==> src/rtl/cmn_seq_multiplier.sv <==
// Iterative unsigned shift-add multiplier: one add/shift step per cycle,
// operands in and product out over val/rdy handshakes.

// Two-operand adder, carry-out discarded.
module cmn_seq_mult_adder #(
    parameter int unsigned p_nbits = 64
) (
    input  logic [p_nbits-1:0] in0_i,
    input  logic [p_nbits-1:0] in1_i,
    output logic [p_nbits-1:0] sum_c_o
);
    // Modular sum; the caller guarantees no overflow
    assign sum_c_o = in0_i + in1_i;
endmodule

// Logical left shifter.
module cmn_seq_mult_lshifter #(
    parameter int unsigned p_nbits       = 64,
    parameter int unsigned p_shamt_nbits = 6
) (
    input  logic [p_nbits-1:0]       in_i,
    input  logic [p_shamt_nbits-1:0] shamt_i,
    output logic [p_nbits-1:0]       shl_c_o
);
    // Zero-fill from the right
    assign shl_c_o = in_i << shamt_i;
endmodule

// Logical right shifter.
module cmn_seq_mult_rshifter #(
    parameter int unsigned p_nbits       = 32,
    parameter int unsigned p_shamt_nbits = 5
) (
    input  logic [p_nbits-1:0]       in_i,
    input  logic [p_shamt_nbits-1:0] shamt_i,
    output logic [p_nbits-1:0]       shr_c_o
);
    // Zero-fill from the left
    assign shr_c_o = in_i >> shamt_i;
endmodule

// Equal-to-zero comparator.
module cmn_seq_mult_zero_cmp #(
    parameter int unsigned p_nbits = 32
) (
    input  logic [p_nbits-1:0] in_i,
    output logic               zero_c_o
);
    // High when every bit is clear
    assign zero_c_o = (in_i == '0);
endmodule

// Incrementer.
module cmn_seq_mult_incr #(
    parameter int unsigned p_nbits = 6
) (
    input  logic [p_nbits-1:0] in_i,
    output logic [p_nbits-1:0] inc_c_o
);
    localparam logic [p_nbits-1:0] ONE = {{(p_nbits-1){1'b0}}, 1'b1};

    // Add one, wrapping
    assign inc_c_o = in_i + ONE;
endmodule

// Top-level controller and datapath.
module cmn_seq_multiplier #(
    parameter int unsigned p_nbits      = 32,
    parameter int unsigned p_early_exit = 0
) (
    input  logic                 clk,
    input  logic                 reset,
    input  logic                 recv_val,
    output logic                 recv_rdy,
    input  logic [p_nbits-1:0]   recv_msg_a,
    input  logic [p_nbits-1:0]   recv_msg_b,
    output logic                 send_val,
    input  logic                 send_rdy,
    output logic [2*p_nbits-1:0] send_msg
);
    localparam int unsigned NB    = p_nbits;
    localparam int unsigned DW    = 2 * p_nbits;
    localparam int unsigned CW    = $clog2(p_nbits) + 1;
    localparam int unsigned ASHW  = $clog2(DW);
    localparam int unsigned BSHW  = $clog2(NB);
    localparam bit          EARLY = (p_early_exit != 0);

    typedef enum logic [1:0] {
        ST_IDLE = 2'd0,
        ST_CALC = 2'd1,
        ST_DONE = 2'd2
    } state_e;

    state_e          state_q, state_d;
    logic [DW-1:0]   a_q, a_d;
    logic [NB-1:0]   b_q, b_d;
    logic [DW-1:0]   acc_q, acc_d;
    logic [CW-1:0]   cnt_q, cnt_d;
    logic            recv_rdy_q, recv_rdy_d;
    logic            send_val_q, send_val_d;

    logic [DW-1:0]   addend;
    logic [DW-1:0]   acc_sum;
    logic [DW-1:0]   a_shl;
    logic [NB-1:0]   b_shr;
    logic            b_rest_zero;
    logic [CW-1:0]   cnt_inc;
    logic            last_step;

    // Partial product selected by the current multiplier LSB
    assign addend = b_q[0] ? a_q : '0;

    cmn_seq_mult_adder #(.p_nbits(DW)) u_adder (
        .in0_i   (acc_q),
        .in1_i   (addend),
        .sum_c_o (acc_sum)
    );

    cmn_seq_mult_lshifter #(.p_nbits(DW), .p_shamt_nbits(ASHW)) u_lshift (
        .in_i    (a_q),
        .shamt_i (ASHW'(1)),
        .shl_c_o (a_shl)
    );

    cmn_seq_mult_rshifter #(.p_nbits(NB), .p_shamt_nbits(BSHW)) u_rshift (
        .in_i    (b_q),
        .shamt_i (BSHW'(1)),
        .shr_c_o (b_shr)
    );

    cmn_seq_mult_zero_cmp #(.p_nbits(NB)) u_zero (
        .in_i     (b_shr),
        .zero_c_o (b_rest_zero)
    );

    cmn_seq_mult_incr #(.p_nbits(CW)) u_incr (
        .in_i    (cnt_q),
        .inc_c_o (cnt_inc)
    );

    // Final step: full count reached, or no multiplier bits left when exiting early
    assign last_step = (cnt_q == CW'(NB - 1)) || (EARLY && b_rest_zero);

    // Next-state, datapath and output decode
    always_comb begin
        state_d = state_q;
        a_d     = a_q;
        b_d     = b_q;
        acc_d   = acc_q;
        cnt_d   = cnt_q;

        case (state_q)
            ST_IDLE: begin
                if (recv_val && recv_rdy_q) begin
                    a_d     = DW'(recv_msg_a);
                    b_d     = recv_msg_b;
                    acc_d   = '0;
                    cnt_d   = '0;
                    state_d = ST_CALC;
                end
            end
            ST_CALC: begin
                acc_d = acc_sum;
                a_d   = a_shl;
                b_d   = b_shr;
                cnt_d = cnt_inc;
                if (last_step) begin
                    state_d = ST_DONE;
                end
            end
            ST_DONE: begin
                if (send_val_q && send_rdy) begin
                    state_d = ST_IDLE;
                end
            end
            default: begin
                state_d = ST_IDLE;
            end
        endcase

        // Handshake flags follow the state being entered so they are registered
        recv_rdy_d = (state_d == ST_IDLE);
        send_val_d = (state_d == ST_DONE);
    end

    // State and datapath registers
    always_ff @(posedge clk or negedge reset) begin
        if (!reset) begin
            state_q    <= ST_IDLE;
            a_q        <= '0;
            b_q        <= '0;
            acc_q      <= '0;
            cnt_q      <= '0;
            recv_rdy_q <= 1'b0;
            send_val_q <= 1'b0;
        end else begin
            state_q    <= state_d;
            a_q        <= a_d;
            b_q        <= b_d;
            acc_q      <= acc_d;
            cnt_q      <= cnt_d;
            recv_rdy_q <= recv_rdy_d;
            send_val_q <= send_val_d;
        end
    end

    assign recv_rdy = recv_rdy_q;
    assign send_val = send_val_q;
    // Accumulator is frozen in DONE, so the product holds under backpressure
    assign send_msg = acc_q;

endmodule

==> config.mk <==
export PLATFORM = sky130hd
export DESIGN_NAME = cmn_seq_multiplier
export DESIGN_NICKNAME = d
export VERILOG_FILES = /design/src/rtl/cmn_seq_multiplier.sv
export SDC_FILE = /design/constraint.sdc
export NUM_CORES = 1
export LEC_CHECK = 0
export CORE_MARGIN = 4
export CORE_UTILIZATION = 45
export DETAILED_ROUTE_END_ITERATION = 8
export GPL_TIMING_DRIVEN = 0
export PLACE_DENSITY_LB_ADDON = 0.2
export SYNTH_ARGS = -nofsm -noshare
export SYNTH_HDL_FRONTEND = slang
export SYNTH_HIERARCHICAL = 1
export SYNTH_SLANG_ARGS = --single-unit
==> constraint.sdc <==
create_clock -name clk -period 8.1 [get_ports clk]
set_clock_uncertainty 0.2 [all_clocks]
set_input_delay 1.215 -clock clk [delete_from_list [all_inputs] [get_ports clk]]
set_output_delay 1.215 -clock clk [all_outputs]
set_load 0.005 [all_outputs]
== Word-level counts from Yosys, hierarchy flattened ==
Cells that the tools add are included.

* Bits of input ports: 68
* Bits in registers: 170
* Output and inout bits: 66
* Word-level logic and storage cells: 33

* Eq/ne operators: 5
* Reductions and logical operators: 6
* Add/sub/neg operators: 2
* Muxes and demuxes: 13

{| class="wikitable"
|+ Operator list
! cell !! number
|-
| 64-bit one-hot mux with 2 select lines || 2
|-
| 64-bit two-way mux || 3
|-
| 64-bit adder || 1
|-
| 32-bit one-hot mux with 2 select lines || 1
|-
| 32-bit two-way mux || 1
|-
| 6-bit one-hot mux with 2 select lines || 1
|-
| 6-bit by 1-bit adder with 6-bit output (second input constant) || 1
|-
| 6-bit by 5-bit == test with 1-bit output (second input constant) || 1
|-
| 2-bit two-way mux || 3
|-
| 6-bit two-way mux || 1
|-
| 2-bit one-hot mux with 3 select lines || 1
|-
| 2-bit == test (second input constant) || 2
|-
| 2-bit zero test || 2
|-
| 2-bit by 1-bit == test with 1-bit output (second input constant) || 1
|-
| 1-bit logical AND || 2
|-
| 2-bit inequality test (second input constant) || 1
|-
| 2-bit AND reduction || 1
|-
| 2-bit nonzero test || 1
|}

== Longest topological paths before layout ==
* Word-level depth: 4
* Depth in mapped cells: 15
* Gate-level depth less buffers: 13

== By module ==
The synthesis kept the hierarchy.

{| class="wikitable"
|+ Modules (own cells, without submodules)
! module !! area each (um^2) !! cells each !! times used !! sequential area each (um^2)
|-
| cmn_seq_multiplier || 7230.7 || 602 || 1 || 4254.1
|-
| cmn_seq_mult_lshifter || 4285.4 || 482 || 1 || 0.0
|-
| cmn_seq_mult_adder || 3922.5 || 554 || 1 || 0.0
|-
| cmn_seq_mult_rshifter || 1641.6 || 180 || 1 || 0.0
|-
| cmn_seq_mult_incr || 77.6 || 9 || 1 || 0.0
|}

== Least setup slack after synthesis ==
No wires, ideal clock.

* Path kind: register -> register
* Start point: register b_q[0]
* End point: register acc_q[60], in the netlist send_msg[60]
* Arrival time: 3291 ps
* Slack: 4488 ps
* Setup time: 121 ps
* Data required time: 7779 ps
* Cell stages (with the launch flop): 15
* Path buffers: 1
* Period minus slack after synthesis: 3612 ps
* Cell sequence: dfrtp_1 > clkbuf_1 > and2_1 > ha_1 > fa_1 > a21o_1 > a311oi_2 > o21ai_2 > o211ai_2 > a211oi_2 > o31ai_4 > o31ai_1 > or3b_1 > and3_1 > a22o_1

* Longest elaborated chain between the ends: 3

{| class="wikitable"
|+ Ends and longest elaborated chain
! what !! line !! source
|-
| from (decl) || 96 || <nowiki>logic [NB-1:0] b_q, b_d;</nowiki>
|-
| from (signal assigned) || 191 || <nowiki>b_q <= '0;</nowiki>
|-
| from (signal assigned) || 199 || <nowiki>b_q <= b_d;</nowiki>
|-
| 64-bit two-way mux || 111 || <nowiki>assign addend = b_q[0] ? a_q : '0;</nowiki>
|-
| via addend[0] || 102 || <nowiki>logic [DW-1:0] addend;</nowiki>
|-
| 64-bit adder || 13 || <nowiki>assign sum_c_o = in0_i + in1_i;</nowiki>
|-
| via acc_sum[60] || 103 || <nowiki>logic [DW-1:0] acc_sum;</nowiki>
|-
| 64-bit one-hot mux with 2 select lines || 152 || <nowiki>case (state_q)</nowiki>
|-
| to (signal assigned) || 192 || <nowiki>acc_q <= '0;</nowiki>
|-
| to (signal assigned) || 200 || <nowiki>acc_q <= acc_d;</nowiki>
|-
| to (decl) || 97 || <nowiki>logic [DW-1:0] acc_q, acc_d;</nowiki>
|}

The timed path passes the listed nets, and every way through them passes these cells.
A chain may end at the register's enable or synchronous reset.

== Final worst setup path ==
* Start point: register b_q[0]
* End point: register acc_q[62], in the netlist send_msg[62]

The elaborated chain is that of the path after synthesis.

==> metrics.txt <==
RSZ-0062 raised after global routing no; slowest CP cell clkbuf_1; Clock Pin Slew Worst Setup and Hold Paths 70 ps; Slew Viols, Final 0; Worst path max stage delay 750 ps; Critical Path, Cell by Cell clkbuf_1 -> clkbuf_1 -> and2_1 -> ha_1 -> and4_4 -> nand3_2 -> nor4_1 -> o2111ai_1 -> a31oi_1 -> a21oi_2 -> o31ai_2 -> a31oi_1 -> xnor2_1 -> a22o_1; Max Clk Rate 179 MHz; relative slew slack 36.6%; worst-path fanout max 10; TritonCTS clock tree built; EDFF count, synth 0; slew of the pin with the lowest slew margin 950 ps; Die Area 41300 um^2; asr flop ratio synth 100%; min setup slack post-route 2500 ps; nets 2142; synth warn 6; Skew-Pair Late Insertion Delay 490 ps; nature of the critical path startpoint flip-flop; post-layout min period 5600 ps; Die Y 203 um; # resized after CTS 0; Post-CTS Setup Repair Bufs 0; Worst Path Required 8270 ps; row cnt 71; Num CTS Buffers 17; post-synthesis sequential area ratio 24.8%; IO buf count 133; Primary FF master, synth dfrtp_1; most frequent cells after synthesis 170 x dfrtp_1, 144 x o21ai_0, 136 x mux2i_1; diode count 0; vias per inst 6.55; wire length of the first global-routing pass 105 mm; Max-Cap Viols 0; initial core utilization 45.6%; post-route ant nets 0; synth unique cells 100; Via Count 16600; Pwr Density 314 nW/um^2; Placed Cells 2501; Layout Cells excl Fill 2533; share of layout cells above drive strength 1 13.8%; first-pass iteration count of the detailed router 6; Final Hold Viols 0; Core Area 37700 um^2; vias in the first global route 16300; pre-CTS setup slack 2700 ps; final count of negative-setup-slack endpoints 0; post-synth top area cell dfrtp_1; placed cell area 19300 um^2; total power 6.25 mW; Detailed Place HPWL 54.8 mm; critical path class flip-flop to flip-flop; worst min path class flip-flop to flip-flop; P_leak 8.71 nW; Top Metal Used met4; Die X 203 um; Crit. End Element flip-flop; CTS max path bufs 2; routability congestion estimate 1.03; top cells by area, synth dfrtp_1 25%, mux4_2 10%, mux2i_1 7.9%; CTS Hold Bufs 0; outcome finished, final reports clean; WL met3 5.26 mm; most frequent cell after synthesis dfrtp_1; synthesized area 17200 um^2; Layout area overhead 15.9%; GRT Total Usage 33.4%; critical path arrival 5770 ps; synthesized instance count 1827; clk root buf clkbuf_16; Routed WL 70.2 mm; Post-Syn Area per Cell 9.39 um^2; DRC 0; total global routing overflow 0; Synth top area share 24.8%; met2 WL post-DR 32.2 mm; Yosys reg bits 170; clock sink count 170; initial drt markers 1783; H-tree Lvls 4; fin crit share 69.2%; routed metal-1 wirelength 29.6 mm; initial antenna violation count 0; largest net degree at the start of global routing 92; I/O Pins 134; setup TNS 0 ps; WL per Instance 27.7 um; fin area 19900 um^2; Worst VDD drop 197 uV
==> metal layers <==
| metal | up-vias | track usage (%) |
|---|---|---|
| li1 | 7348 | - |
| met5 | - | 0 |
| met1 | 8251 | 44.6 |
| met4 | 0 | 14.1 |
| met2 | 835 | 53.6 |
| met3 | 157 | 6.03 |
==> placed cells by master (no fill, tap or decap), types with 9 or more instances in the layout <==
master	instances
o21ai_0	144
xor2_1	22
mux2_2	57
clkbuf_16	17
nand3_1	18
o221ai_1	11
ha_1	64
clkdlybuf4s50_1	132
inv_1	25
nor2_1	95
dfrtp_1	170
o22ai_1	16
a22oi_1	10
a211oi_1	11
o21bai_1	14
a22o_1	106
a21oi_1	110
nor2b_1	14
and2_1	77
nand2_1	119
buf_2	35
or3_1	9
mux2i_1	136
buf_4	15
nand4_1	17
conb_1	31
o21a_1	12
buf_6	13
a31oi_1	11
clkbuf_1	75
a21o_1	26
xnor2_1	42
o21ai_1	52
mux4_2	79
nor3_1	14
and3_1	14
o211ai_1	21
nand2b_1	13
mux4_1	12
==> worst max-delay path, delay by kind of cell (launching register included) <==
kind	cells	cell delay (ps)
compound gates	6	1960
xor+xnor	1	170
buf+inv	2	1070
fa+ha+maj	1	260
simple gates	4	1270
flops	1	530
==> per-stage QoR <==
step / utilization, % / hold slack, ps
after global placement: 51.1 / 312
after global routing: 52.8 / 352
final: 52.8 / 333
after floorplan: - / 275
after detailed placement: 51.2 / 318
after CTS: 52.8 / 340
==> power by group <==
part | switching [mW] | internal [mW]
Sequential | 0.476 | 1.19
Combinational | 1.99 | 1.68
Clock | 0.411 | 0.490
Total | 2.88 | 3.37
==> sequential cells by signal, indices dropped and copies added, names as in the netlist <==
name,count
b_q,32
send_msg,64
state_q,2
a_q,64
recv_rdy,1
send_val,1
cnt_q,6
==> cell type report <==
type | instances | area [um^2]
Fill cell | 3567 | 17800
Sequential cell | 170 | 4250
Clock inverter | 15 | 189
Inverter | 29 | 109
Multi-Input combinational cell | 1505 | 12100
Clock buffer | 17 | 425
Timing Repair Buffer | 134 | 1360
Tap cell | 511 | 639
Buffer | 152 | 842
==> kinds of logic (layout without fill, tap and decap cells) <==
group	count (synthesis)	after routing	share of synthesized area (%)
compound gates	625	625	24.6
simple gates	436	436	13.1
buf+inv	181	347	5.54
flops	170	170	24.8
other cells	2	31	0.0438
fa+ha+maj	65	65	4.78
mux	284	284	23.9
xor+xnor	64	64	3.27
==> worst paths after layout <==
check	start	depth (start not counted)	slack (ps)	endpoint
min in group asynchronous	reset	1	480	send_msg[34]
max reg2reg	b_q[0]	14	2500	send_msg[62]
max	b_q[0]	14	2500	send_msg[62]
min reg2reg	send_msg[38]	1	330	send_msg[38]
max in group asynchronous	reset	2	6310	b_q[19]
min	send_msg[38]	1	330	send_msg[38]
Power figures use the tool's default switching activity.
